**src/rtl/spi_flash_reader.sv**
```systemverilog
// spi_flash_reader: serial-flash READ sequencer in front of an 8-bit spi_master.
// Sends CMD + 24-bit address, then LEN dummy bytes to clock data back, and
// forwards the LEN received bytes as a one-cycle-strobe byte stream. A fixed
// GAP of idle cycles after each transaction lets the master drop cs_n.
module spi_flash_reader #(
  parameter int          LW  = 16,
  parameter logic [7:0]  CMD = 8'h03,
  parameter int          GAP = 4
) (
  input  logic          clock,
  input  logic          reset,
  input  logic          req,
  input  logic [23:0]   addr,
  input  logic [LW-1:0] len,
  output logic          busy,
  output logic          done,
  output logic [7:0]    rd_data,
  output logic          rd_valid,
  output logic [7:0]    spm_in,
  input  logic          spm_get,
  output logic          spm_empty,
  input  logic [7:0]    spm_out,
  input  logic          spm_put
);

  localparam int GW = (GAP > 1) ? $clog2(GAP) : 1;
  // Header bytes on the wire ahead of the dummy/data phase: CMD + 3 address.
  localparam logic [LW:0] HDR = (LW+1)'(4);

  typedef enum logic [2:0] {
    S_IDLE, S_CMD, S_ADDR, S_DUMMY, S_DRAIN, S_GAP
  } state_t;

  // Request captured at acceptance; held for the whole transaction.
  typedef struct packed {
    logic [23:0]   addr;
    logic [LW-1:0] len;
  } rd_req_t;

  state_t      state;
  rd_req_t     cur;
  logic [LW:0] tx_cnt;
  logic [LW:0] rx_cnt;
  logic [1:0]  addr_idx;
  logic [GW-1:0] gap_cnt;

  logic        tx_take;
  logic        rx_take;
  logic [LW:0] tx_nxt;
  logic [LW:0] rx_end;

  // A get only counts while a byte is actually offered; puts are tracked
  // for the whole transaction so the header echo can be discarded.
  assign tx_take = spm_get & ~spm_empty;
  assign rx_take = spm_put & (state != S_IDLE);
  assign tx_nxt  = tx_cnt + (LW+1)'(1);
  assign rx_end  = {1'b0, cur.len} + HDR;

  // Sequencer FSM with registered outputs; RX counting lives here too so the
  // counter clear on acceptance and the put accounting cannot race.
  always_ff @(posedge clock) begin
    if (!reset) begin
      state     <= S_IDLE;
      cur       <= '0;
      tx_cnt    <= '0;
      rx_cnt    <= '0;
      addr_idx  <= '0;
      gap_cnt   <= '0;
      busy      <= 1'b0;
      done      <= 1'b0;
      rd_data   <= '0;
      rd_valid  <= 1'b0;
      spm_in    <= '0;
      spm_empty <= 1'b1;
    end else begin
      done     <= 1'b0;
      rd_valid <= 1'b0;

      // Receive side: puts 1..4 are the header echo, puts 5..len+4 are data,
      // anything after that is dropped. Saturate rather than wrap.
      if (rx_take) begin
        if (rx_cnt != '1)
          rx_cnt <= rx_cnt + (LW+1)'(1);
        if (rx_cnt >= HDR && rx_cnt < rx_end) begin
          rd_data  <= spm_out;
          rd_valid <= 1'b1;
        end
      end

      unique case (state)
        S_IDLE: begin
          if (req) begin
            if (len != '0) begin
              cur.addr  <= addr;
              cur.len   <= len;
              busy      <= 1'b1;
              spm_in    <= CMD;
              spm_empty <= 1'b0;
              tx_cnt    <= '0;
              rx_cnt    <= '0;
              state     <= S_CMD;
            end else begin
              // Zero-length read completes immediately with no SPI traffic.
              done <= 1'b1;
            end
          end
        end

        S_CMD: begin
          if (tx_take) begin
            spm_in   <= cur.addr[23:16];
            addr_idx <= 2'd0;
            state    <= S_ADDR;
          end
        end

        S_ADDR: begin
          if (tx_take) begin
            unique case (addr_idx)
              2'd0: begin
                spm_in   <= cur.addr[15:8];
                addr_idx <= 2'd1;
              end
              2'd1: begin
                spm_in   <= cur.addr[7:0];
                addr_idx <= 2'd2;
              end
              default: begin
                spm_in <= 8'h00;
                tx_cnt <= '0;
                state  <= S_DUMMY;
              end
            endcase
          end
        end

        S_DUMMY: begin
          // Each dummy byte clocks one data byte back from the flash.
          if (tx_take) begin
            tx_cnt <= tx_nxt;
            if (tx_nxt == {1'b0, cur.len}) begin
              spm_empty <= 1'b1;
              state     <= S_DRAIN;
            end
          end
        end

        S_DRAIN: begin
          if (rx_cnt == rx_end) begin
            gap_cnt <= '0;
            state   <= S_GAP;
          end
        end

        S_GAP: begin
          // spm_empty stays high here so the master deasserts cs_n.
          if (gap_cnt == GW'(GAP - 1)) begin
            done  <= 1'b1;
            busy  <= 1'b0;
            state <= S_IDLE;
          end else begin
            gap_cnt <= gap_cnt + GW'(1);
          end
        end

        default: state <= S_IDLE;
      endcase
    end
  end

endmodule
```
**config.mk**
```make
export PLATFORM = sky130hd
export DESIGN_NAME = spi_flash_reader
export DESIGN_NICKNAME = d
export VERILOG_FILES = /design/src/rtl/spi_flash_reader.sv
export SDC_FILE = /design/constraint.sdc
export NUM_CORES = 1
export LEC_CHECK = 0
export CAP_MARGIN = 20
export CORE_MARGIN = 5
export CORE_UTILIZATION = 53
export DETAILED_ROUTE_END_ITERATION = 10
export PLACE_DENSITY = 0.89
export SLEW_MARGIN = 10
export SYNTH_ARGS = -nofsm -noshare
export SYNTH_HDL_FRONTEND = slang
export SYNTH_SLANG_ARGS = --single-unit
```
**constraint.sdc**
```tcl
create_clock -name clock -period 7.57 [get_ports clock]
set_input_delay 1.1355 -clock clock [delete_from_list [all_inputs] [get_ports clock]]
set_output_delay 1.1355 -clock clock [all_outputs]
set_load 0.01 [all_outputs]
```
Yosys cells after proc, flatten, opt, wreduce, memory -nomap -nowiden
Index checks and enable logic that the tools add are counted.
- bits in registers: 101
- logic and storage cells: 113
- add/sub/neg operators: 4
- $lt $le $gt $ge: 2
- equality and inequality tests: 21
- muxes and demuxes: 48
- bitwise logic cells: 3
- reduce and logical (&&, ||, !) cells: 22
- operators with widths (cell ; number):
    17-bit two-way mux ; 10
    17-bit one-hot mux with 3 select lines ; 1
    17-bit by 1-bit adder with 17-bit output, second input constant ; 2
    8-bit two-way mux ; 4
    3-bit two-way mux ; 9
    8-bit one-hot mux with 3 select lines ; 1
    2-bit inequality test, second input constant ; 10
    3-bit one-hot mux with 6 select lines ; 1
    16-bit by 3-bit adder with 17-bit output, second input constant ; 1
    17-bit by 16-bit == test with 1-bit output ; 1
    17-bit == test ; 1
    17-bit by 3-bit greater-or-equal comparator with 1-bit output, second input constant ; 1
    17-bit less-than comparator ; 1
    17-bit inequality test, second input constant ; 1
    8-bit one-hot mux with 2 select lines ; 1
    16-bit nonzero test ; 1
    2-bit one-hot mux with 2 select lines ; 3
    1-bit two-way mux ; 11
    5-bit AND reduction ; 2
    9-bit AND reduction ; 1
    3-bit nonzero test ; 3
    2-bit two-way mux ; 4
    4-bit AND reduction ; 2
    2-bit nonzero test ; 4
    other kinds (17) ; 24

Longest topological paths before layout
Gate-level depths: netlist of run 1.
- depth in word-level cells: 6
- gate-level depth with buffers: 16
- depth with buffers taken out: 14

Worst setup path before layout of run 1
OpenSTA, ideal clock, no wires.
- path kind: flip-flop to flip-flop
- start point: register cur[5] (netlist name)
- end point: register rd_data[0]
- data arrival time: 2.860 ns
- required time: 7.441 ns
- slack: 4.581 ns
- cell stages (with the launch flop): 15
- buffers on the path: 2
- path through: dfxtp_1 -> clkbuf_1 -> and3_1 -> nand3_1 -> nor2_1 -> nand3_1 -> xor2_1 -> ha_1 -> a21oi_1 -> nor2b_1 -> o21ai_0 -> nand3_1 -> a211oi_1 -> clkbuf_1 -> o21ai_0
- longest elaborated chain between the ends: 4
- RTL lines (element ; RTL line ; RTL):
    from (decl) ; 41 ; rd_req_t cur;
    16-bit by 3-bit adder with 17-bit output ; 57 ; assign rx_end = {1'b0, cur.len} + HDR;
    17-bit less-than comparator ; 84 ; if (rx_cnt >= HDR && rx_cnt < rx_end) begin
    1-bit logical AND ; 84 ;
    2-bit AND reduction (no line) ; n/a ;
    to (signal assigned) ; 85 ; rd_data <= spm_out;
    to (decl) ; 17 ; output logic [7:0] rd_data,
Every way passes these cells.
A chain may end at the register's enable or synchronous reset.

Final worst setup path of run 1
- start point: input spm_get
- end point: register tx_cnt[2]
- longest elaborated chain between the ends: 3
- elaborated cells on any way between the ends: 4
- those cells by class: 2 x eq/ne; 1 x bitwise; 1 x reduce/logical
- RTL lines (element ; RTL line ; RTL):
    from (decl) ; 20 ; input logic spm_get,
    1-bit AND (*) ; 54 ; assign tx_take = spm_get & ~spm_empty;
    2-bit inequality test (no line) ; n/a ;
    6-bit AND reduction (no line) (*) ; n/a ;
    to (signal assigned) ; 140 ; tx_cnt <= tx_nxt;
    to (decl) ; 42 ; logic [LW:0] tx_cnt;
Mark *: on every way between the ends. The rest lies on a longest branch, timed or not.

==> impl_metrics.yaml, run 1 <==
clock_tree:
  htree_levels: 3
  hold_buffers: 0
  clk_pin_slew_worst_paths_ns: 0.10
  postCtsSetupBuffers: 0
  cts_buffer_depth: 2
  cts_buffers: 9
  cts_root_buf: "clkbuf_8"
  cts_resized: 0
  clock-sinks: 101
  clk_latency_ns: 0.37
  cts_tree: "yes"
yosys:
  ys.flop_type: "dfxtp_1"
  synth_seq_cells: 101
  syn_area_per_cell_um2: 7.775
  synth-edff-count: 0
  syn_inst: 700
  ys.warnings.count: 0
  yosysSeqAreaShare_pct: 37.15
  async_flop_share_pct: 0
  syn_area_mm2: 0.005443
  ys_types: 58
  syn-num-nets: 775
global_routing:
  grt_first_pass_wirelength_um: 23740
  overflow: 0
  grt_antenna_before_repair: 0
  grt_pass1_vias: 5233
  grt_max_degree: 74
  grt_use_total_pct: 22.79
sta:
  worst_slew_pin_slew_ns: 1.157
  slew_viol_final: 0
  slew_headroom_pct: 22.24
  skew_ns: 0.01464
  setup_ws_ns: 4.074
  rsz0062_at_grt: "no"
  post-route-period-util_pct: 46.18
  fmax_ghz: 0.2861
  period_minus_slack_ns: 3.496
  fin_setup_tns_ns: 0
  setup_violations: 0
  hold_viol: 0
pwr:
  power_density_mw_per_mm2: 180.3
  irDropWorstVdd_uv: 178.7
  p_leak_nw: 2.357
setup_path:
  start_kind: "input pin"
  critPathCaptureType: "register"
  rr_startpoint: "cur[2]"
  worstPathBufferInverterCount: 1
  path_class: "in -> reg"
  reg2reg_slack_ns: 4.60
  r2r_cells: 14
  worstPathMaxFanout: 12
  worstPathCellList: "clkdlybuf4s50_1, nor2b_1, o211ai_1, o21a_1, nor3_1, o21ai_0, a21oi_1, nor2_1"
  r2r-end: "rd_data[7]"
  crit_slowest_cell: "nor3_1"
  cpLargestDelayFamily: "simple AND/OR/NAND/NOR gates"
  crit_required_ns: 7.80
  cpPeakStageDelay_ns: 0.88
  worstPathArrival_ns: 3.73
floorplan:
  start_util_pct: 53.44
  rows: 37
  die_h_um: 111.3
  core_area_mm2: 0.01018
  io_pins: 73
  die_area_mm2: 0.01240
  die_w_um: 111.3
routing:
  wl_per_cell_um: 16.16
  ant_nets: 0
  drt-total-wl_um: 14390
  drc: 0
  vias: 5322
  drt_iter0_drc: 434
  dr.pass1.iters: 5
  via_per_inst: 5.980
final_layout:
  nNetsFinal: 824
  final_area_mm2: 0.006472
  diodes: 0
  nFillCells: 847
  layout-drive-gt1-share_pct: 5.570
  synthToLayoutAreaGrowth_pct: 18.92
placement:
  pre_cts_ws_ns: 3.756
  port_buffers: 72
  hpwlAfterDp_um: 10670
  placed_area_mm2: 0.006207
  place_congestion: 0.9410
worst_hold_path:
  holdPathEnd: "rd_data[0]"
  min_path_type: "reg -> reg"
  worstHoldStart: "rd_data[0]"
  hold_depth: 2
run:
  maxCapViolCount: 0
run_status:
  status: "completed"
[per-stage QoR]
step | total power [W] | hold slack (ns) | utilization [%] | std cells
floorplan | 0.0007056 | 0.4329 | - | 700
detailed placement | 0.0007854 | 0.4476 | 60.95 | 872
finish | 0.001167 | 0.4602 | 63.55 | 890
global route | 0.001216 | 0.4830 | 63.55 | 890
global placement | 0.0007779 | 0.4402 | 60.95 | 872
CTS | 0.001167 | 0.4620 | 63.23 | 888
[where the power goes]
part / switching, W / internal (W) / total (W) / leakage [nW]
Clock: 0.000191 / 0.000198 / 0.000389 / 0.111
Combinational: 0.000106 / 0.0000892 / 0.000195 / 1.42
Sequential: 0.0000268 / 0.000557 / 0.000584 / 0.822
[per-layer routing]
metal	global-route usage, %	share of wire (%)
met2	40.81	50
met1	25.84	40
met5	0	0
met4	10.95	4.3
met3	4.620	6.3
[tightest hold or removal path: stages, from the launching register on]
cell and delay (ns):
dfxtp_1 0.32, nand2_1 0.05, o21ai_0 0.06
[cell usage in the layout, fill, tap and decap left out, types with 4 or more instances in the layout]
cell             instances
nor2b_1                  6
nor2_1                  66
clkdlybuf4s50_1         72
nor3b_1                  5
and3_1                   7
ha_1                    22
xor2_1                  28
nand2_1                135
mux2_2                   9
a22oi_1                  8
a21o_1                   5
xnor2_1                 20
a211oi_1                11
dfxtp_1                101
buf_4                    4
a21oi_1                 71
nor3_1                  12
clkbuf_8                10
nand3_1                 29
nor4_1                  17
inv_1                    8
o21ai_0                 29
o22ai_1                  4
or3_1                    6
nand4_1                 14
[area by class of cell]
| class | instances | area, um^2 | area share, % |
|---|---|---|---|
| clock buffer | 10 | 137.6 | 2.126 |
| multi-input combinational | 550 | 3231 | 49.91 |
| sequential | 101 | 2022 | 31.24 |
| inverter | 9 | 33.78 | 0.5219 |
| clock inverter | 6 | 95.09 | 1.469 |
| timing repair buffer | 78 | 783.3 | 12.10 |
| tap | 136 | 170.2 | 2.629 |
[sequential cells by signal, indices dropped and copies added, names as in the netlist]
signal / flops
done: 1
busy: 1
state: 3
rx_cnt: 17
tx_cnt: 17
spm_empty: 1
addr_idx: 2
spm_in: 8
gap_cnt: 2
rd_data: 8
rd_valid: 1
cur: 40
[synth_stat cells, types with 9 or more instances]
cell type / n / share of area [%]
xnor2_1: 20 / 3.2
clkbuf_1: 32 / 2.2
mux2_2: 9 / 1.9
nand3_1: 29 / 2.7
nand4_1: 14 / 1.6
nor4_1: 17 / 2.0
nor3_1: 12 / 1.1
dfxtp_1: 101 / 37
xor2_1: 28 / 4.5
ha_1: 22 / 5.1
a211oi_1: 11 / 1.5
a21oi_1: 71 / 6.5
nand2_1: 135 / 9.3
o21ai_0: 29 / 2.7
nor2_1: 66 / 4.6
[how the worst max path moves through the flow]
stage / start / to / slack (ns) / depth (start not counted)
after global routing: spm_get / tx_cnt[2] / 3.93 / 8
after detailed placement: spm_get / tx_cnt[2] / 3.76 / 8
after CTS: spm_get / tx_cnt[2] / 4.14 / 8
final: spm_get / tx_cnt[2] / 4.07 / 8
after floorplan: cur[5] / rd_data[0] / 4.58 / 14
after global placement: spm_get / tx_cnt[8] / 3.85 / 8
[kinds of logic (layout without fill, tap and decap cells)]
kind of cell | count (synthesis) | count (layout) | synth area share [%]
xor gates and xnor gates | 48 | 48 | 7.724
muxes | 10 | 10 | 2.046
AOI/OAI and AO/OA | 151 | 151 | 16.51
adders and majority gates | 23 | 23 | 5.241
and+or+nand+nor | 318 | 318 | 27.79
buffers and inverters | 49 | 103 | 3.540
DFF | 101 | 101 | 37.15
(Power assumes the default switching activity.)
==> inputs of run 2 (changes only) <==
==> constraint.sdc (replaced) <==
create_clock -name clock -period 3.3 [get_ports clock]
set_input_delay 0.495 -clock clock [delete_from_list [all_inputs] [get_ports clock]]
set_output_delay 0.495 -clock clock [all_outputs]
set_load 0.01 [all_outputs]
==> impl_metrics.yaml, run 2 (same netlist as run 1, synthesis figures left out) <==
run_status:
  status: "completed"
sta:
  worst_slew_pin_slew_ns: 0.8485
  rsz0062_at_grt: "no"
  fmax_ghz: 0.3349
  post-route-period-util_pct: 90.48
  slew_headroom_pct: 43.35
  fin_setup_tns_ns: 0
  setup_violations: 0
  hold_viol: 0
  period_minus_slack_ns: 2.986
  setup_ws_ns: 0.3142
  slew_viol_final: 0
  skew_ns: 0.006957
setup_path:
  critPathCaptureType: "register"
  path_class: "reg -> reg"
  rr_startpoint: "cur[2]"
  crit_required_ns: 3.59
  cp-startpoint: "cur[2]"
  worstPathMaxFanout: 17
  worstPathArrival_ns: 3.27
  start_kind: "register"
pwr:
  irDropWorstVdd_uv: 255.3
  switching_power_w: 0.0007586
  clkPwrFrac_pct: 31.1
  power_density_mw_per_mm2: 403.3
  internal_power_w: 0.001844
  p_sw_share_pct: 29.15
  totalPowerFinal_w: 0.002602
  p_leak_nw: 2.348
  pwr-share-seq_pct: 51.5
  p_comb_share_pct: 17.3
placement:
  pre_cts_ws_ns: 0.2415
  placedCellCount: 876
  place_congestion: 0.9435
  port_buffers: 72
  hpwlAfterDp_um: 10780
floorplan:
  start_util_pct: 53.44
  die_area_mm2: 0.01240
  io_pins: 73
  die_w_um: 111.3
  rows: 37
  die_h_um: 111.3
  core_area_mm2: 0.01018
clock_tree:
  hold_buffers: 0
  cts_buffers: 9
  cts_tree: "yes"
  clk_pin_slew_worst_paths_ns: 0.10
  htree_levels: 3
  clk_latency_ns: 0.37
  clock-sinks: 101
  cts_root_buf: "clkbuf_8"
  cts_buffer_depth: 2
  postCtsSetupBuffers: 0
final_layout:
  largest_registers: "cur (40), rx_cnt (17), tx_cnt (17)"
  layout-drive-gt1-share_pct: 6.077
  most-common-layout-cells: "nand2_1 (135), dfxtp_1 (101), clkdlybuf4s50_1 (72)"
  nNetsFinal: 827
  nFillCells: 878
  instances_no_fill: 893
  largest_reg_flops: 40
  layout_commonest_cell: "nand2_1"
  diodes: 0
  largest_register: "cur"
  synthToLayoutAreaGrowth_pct: 18.55
routing:
  drt_iter0_drc: 415
  dr.pass1.iters: 5
  vias: 5252
  ant_nets: 0
  wl_per_cell_um: 16.24
  via_per_inst: 5.881
  drt-total-wl_um: 14500
  drc: 0
global_routing:
  overflow: 0
  grt_first_pass_wirelength_um: 23850
  grt_use_total_pct: 22.97
  grt_max_degree: 49
  grt_pass1_vias: 5061
  grt_antenna_before_repair: 0
worst_hold_path:
  worstHoldStart: "cur[25]"
  min_path_type: "reg -> reg"
run:
  maxCapViolCount: 0
[run 2: power groups by stage]
stage | combinational, W | sequential, W | clock, W
2_1_floorplan | 0.000274 | 0.00134 | 0
3_3_place_gp | 0.000430 | 0.00136 | 0
3_5_place_dp | 0.000445 | 0.00137 | 0
4_1_cts | 0.000448 | 0.00134 | 0.000824
5_1_grt | 0.000497 | 0.00135 | 0.000874
6_report | 0.000451 | 0.00134 | 0.000810
[run 2: final cells by class]
cell class	instances	area, um^2	area share, %
sequential	101	2022	31.34
tap	136	170.2	2.637
clock inverter	7	81.33	1.260
clock buffer	9	123.9	1.920
timing repair buffer	81	785.8	12.18
inverter	9	33.78	0.5236
multi-input combinational	550	3236	50.15
[run 2: metrics by stage]
| step | hold slack, ns | util, % | area (um^2) |
|---|---|---|---|
| after floorplan | 0.4329 | - | 5443 |
| after global placement | 0.4398 | 61.24 | 6237 |
| after detailed placement | 0.4445 | 61.24 | 6237 |
| after CTS | 0.4587 | 63.26 | 6442 |
| after global routing | 0.4772 | 63.35 | 6452 |
| final | 0.4581 | 63.35 | 6452 |
[run 2: worst paths after layout]
check,slack (ns),cells after the start,end
max reg2reg,0.31,14,rd_data[5]
min,0.46,2,cur[25]
min reg2reg,0.46,2,cur[25]
max,0.31,14,rd_data[5]
[run 2: per-layer routing]
metal	GRT usage [%]	part of all wire [%]	vias up
met5	0	0	-
met4	10.54	3.4	0
met3	4.130	6.3	38
met2	39.81	50	195
met1	27.69	40	2457
li1	-	-	2562
[run 2: timing repair]
item / 4_1_cts / 5_1_grt
gates resized for setup: 0 / 1
setup endpoints to repair: 0 / 2
hold endpoints to repair: 0 / 0
[run 2: critical path, cell delays in order, from the launching register on]
cell and delay [ns]:
dfxtp_1 0.47, ha_1 0.26, nand3_1 0.18, nor2_1 0.25
nand3_1 0.13, xor2_1 0.17, ha_1 0.31, a21oi_1 0.15
nor2b_1 0.05, o21ai_0 0.14, nand3_1 0.10, a211oi_2 0.26
buf_4 0.26, nand3_1 0.09, o21ai_0 0.09
==> inputs of run 3 (changes only) <==
--- a/config.mk
+++ b/config.mk
@@ -6,10 +6,12 @@
 export NUM_CORES = 1
 export LEC_CHECK = 0
 export CAP_MARGIN = 20
+export CORE_ASPECT_RATIO = 1.25
 export CORE_MARGIN = 5
 export CORE_UTILIZATION = 53
 export DETAILED_ROUTE_END_ITERATION = 10
 export PLACE_DENSITY = 0.89
+export SETUP_SLACK_MARGIN = 0.15
 export SLEW_MARGIN = 10
 export SYNTH_ARGS = -nofsm -noshare
 export SYNTH_HDL_FRONTEND = slang
==> impl_metrics.yaml, run 3 (same netlist as run 1, synthesis figures left out) <==
final_layout:
  largest_registers: "cur (40), rx_cnt (17), tx_cnt (17)"
  nNetsFinal: 827
  diodes: 0
  largest_register: "cur"
  layout_commonest_cell: "nand2_1"
  layout-drive-gt1-share_pct: 6.209
  synthToLayoutAreaGrowth_pct: 20.53
  most-common-layout-cells: "nand2_1 (135), dfxtp_1 (100), clkdlybuf4s50_1 (72)"
  largest_reg_flops: 40
setup_path:
  worstPathMaxFanout: 6
  reg2reg_slack_ns: 0.31
  cpPeakStageDelay_ns: 0.48
  r2r_cells: 13
  crit_required_ns: 3.51
  crit_slowest_cell: "dfxtp_1"
  rr_startpoint: "cur[2]"
  start_kind: "register"
  path_class: "reg -> reg"
  worstPathArrival_ns: 3.20
  critPathCaptureType: "register"
  r2r-end: "gap_cnt[0]"
  worstPathCellList: "ha_1, nand3_1, nor2_1, nand3_1, xor2_1, ha_1, nand4_1, nor2_1, nand3_1, inv_1, o21ai_0, a22oi_1, nor2_1"
clock_tree:
  hold_buffers: 0
  htree_levels: 3
  clk_latency_ns: 0.36
  clock-sinks: 101
  cts_resized: 0
  cts_buffers: 9
  clk_pin_slew_worst_paths_ns: 0.08
  cts_tree: "yes"
  postCtsSetupBuffers: 0
  cts_root_buf: "clkbuf_16"
  cts_buffer_depth: 2
routing:
  wl_per_cell_um: 16.80
  drc: 0
  via_per_inst: 6.099
  dr.pass1.iters: 5
  drt-total-wl_um: 14880
  ant_nets: 0
  drt_iter0_drc: 533
  vias: 5404
floorplan:
  start_util_pct: 54.13
  die_w_um: 100.6
  core_area_mm2: 0.01005
  die_h_um: 123.3
  rows: 41
  io_pins: 73
  die_area_mm2: 0.01241
placement:
  hpwlAfterDp_um: 10770
  place_congestion: 0.9531
  port_buffers: 72
sta:
  post-route-period-util_pct: 90.59
  fmax_ghz: 0.3345
  fin_setup_tns_ns: 0
  slew_headroom_pct: 43.66
  hold_viol: 0
  slew_viol_final: 0
  setup_violations: 0
  worst_slew_pin_slew_ns: 0.8374
  skew_ns: 0.01321
  period_minus_slack_ns: 2.989
  rsz0062_at_grt: "no"
run:
  maxCapViolCount: 0
global_routing:
  grt_use_total_pct: 24.89
  grt_max_degree: 48
  grt_first_pass_wirelength_um: 24850
  grt_pass1_vias: 5299
  grt_antenna_before_repair: 0
  overflow: 0
worst_hold_path:
  min_path_type: "reg -> reg"
  holdPathEnd: "cur[24]"
  hold_depth: 2
  worstHoldStart: "cur[24]"
pwr:
  p_leak_nw: 2.404
  power_density_mw_per_mm2: 439.9
  irDropWorstVdd_uv: 256.3
  totalPowerFinal_w: 0.002886
run_status:
  status: "completed"
[run 3: cell count changes in the layout (fill, tap and decap cells not counted)]
cell	change
buf_4	+1
clkbuf_2	-1
clkinv_8	+4
dfxtp_2	+1
clkinv_4	-1
bufinv_16	-1
clkbuf_16	+9
clkbuf_8	-9
dfxtp_1	-1
clkinvlp_4	-2
[run 3: how the worst max path moves through the flow]
stage               cells past startpoint    endpoint   start  slack [ns]
finish                                 13  gap_cnt[0]  cur[2]        0.31
global route                           14  gap_cnt[0]  cur[4]        0.16
CTS                                    13  gap_cnt[0]  cur[2]        0.37
detailed placement                     13  gap_cnt[0]  cur[2]        0.43
global placement                       13  gap_cnt[0]  cur[5]        0.55
floorplan                              14  rd_data[0]  cur[5]        0.31
[run 3: metrics by stage]
step           util, %  area (um^2)  setup slack (ns)  cells  hold WS, ns
2_1_floorplan        -         5443            0.3108    700       0.4329
3_3_place_gp     62.07         6241            0.5525    870       0.4398
3_5_place_dp     62.07         6241            0.4346    870       0.4471
4_1_cts          65.23         6559            0.3709    886       0.4578
5_1_grt          65.24         6560            0.1601    886       0.4753
6_report         65.24         6560            0.3107    886       0.4580
[run 3: critical path, delay by kind of cell (launching register included)]
family	cells	cell delay (ns)
simple gates	7	1.18
fa+ha+maj	2	0.58
flops	1	0.48
compound gates	2	0.35
xor+xnor	1	0.16
buf+inv	1	0.10
[run 3: cell type report]
| cell class | count | area, um^2 |
|---|---|---|
| inverters | 9 | 33.78 |
| fillers | 816 | 3495 |
| clock inverters | 7 | 92.59 |
| flip-flops and latches | 101 | 2023 |
| repair buffers | 81 | 788.3 |
| clock buffers | 9 | 225.2 |
| multi-input cells | 550 | 3236 |
| well taps | 129 | 161.4 |
[run 3: power by group]
part	switching, W	internal, W	leakage, nW	total [W]
Combinational	0.000250	0.000208	1.43	0.000458
Clock	0.000536	0.000545	0.149	0.00108
Sequential	0.0000691	0.00128	0.822	0.00135
[run 3: layer usage]
metal / vias to the layer above / GRT usage [%] / wire (um)
met5: - / 0 / 0
li1: 2564 / - / -
met1: 2504 / 26.89 / 5484
met2: 266 / 44.69 / 7743
met4: 0 / 15.16 / 695
met3: 70 / 4.345 / 961
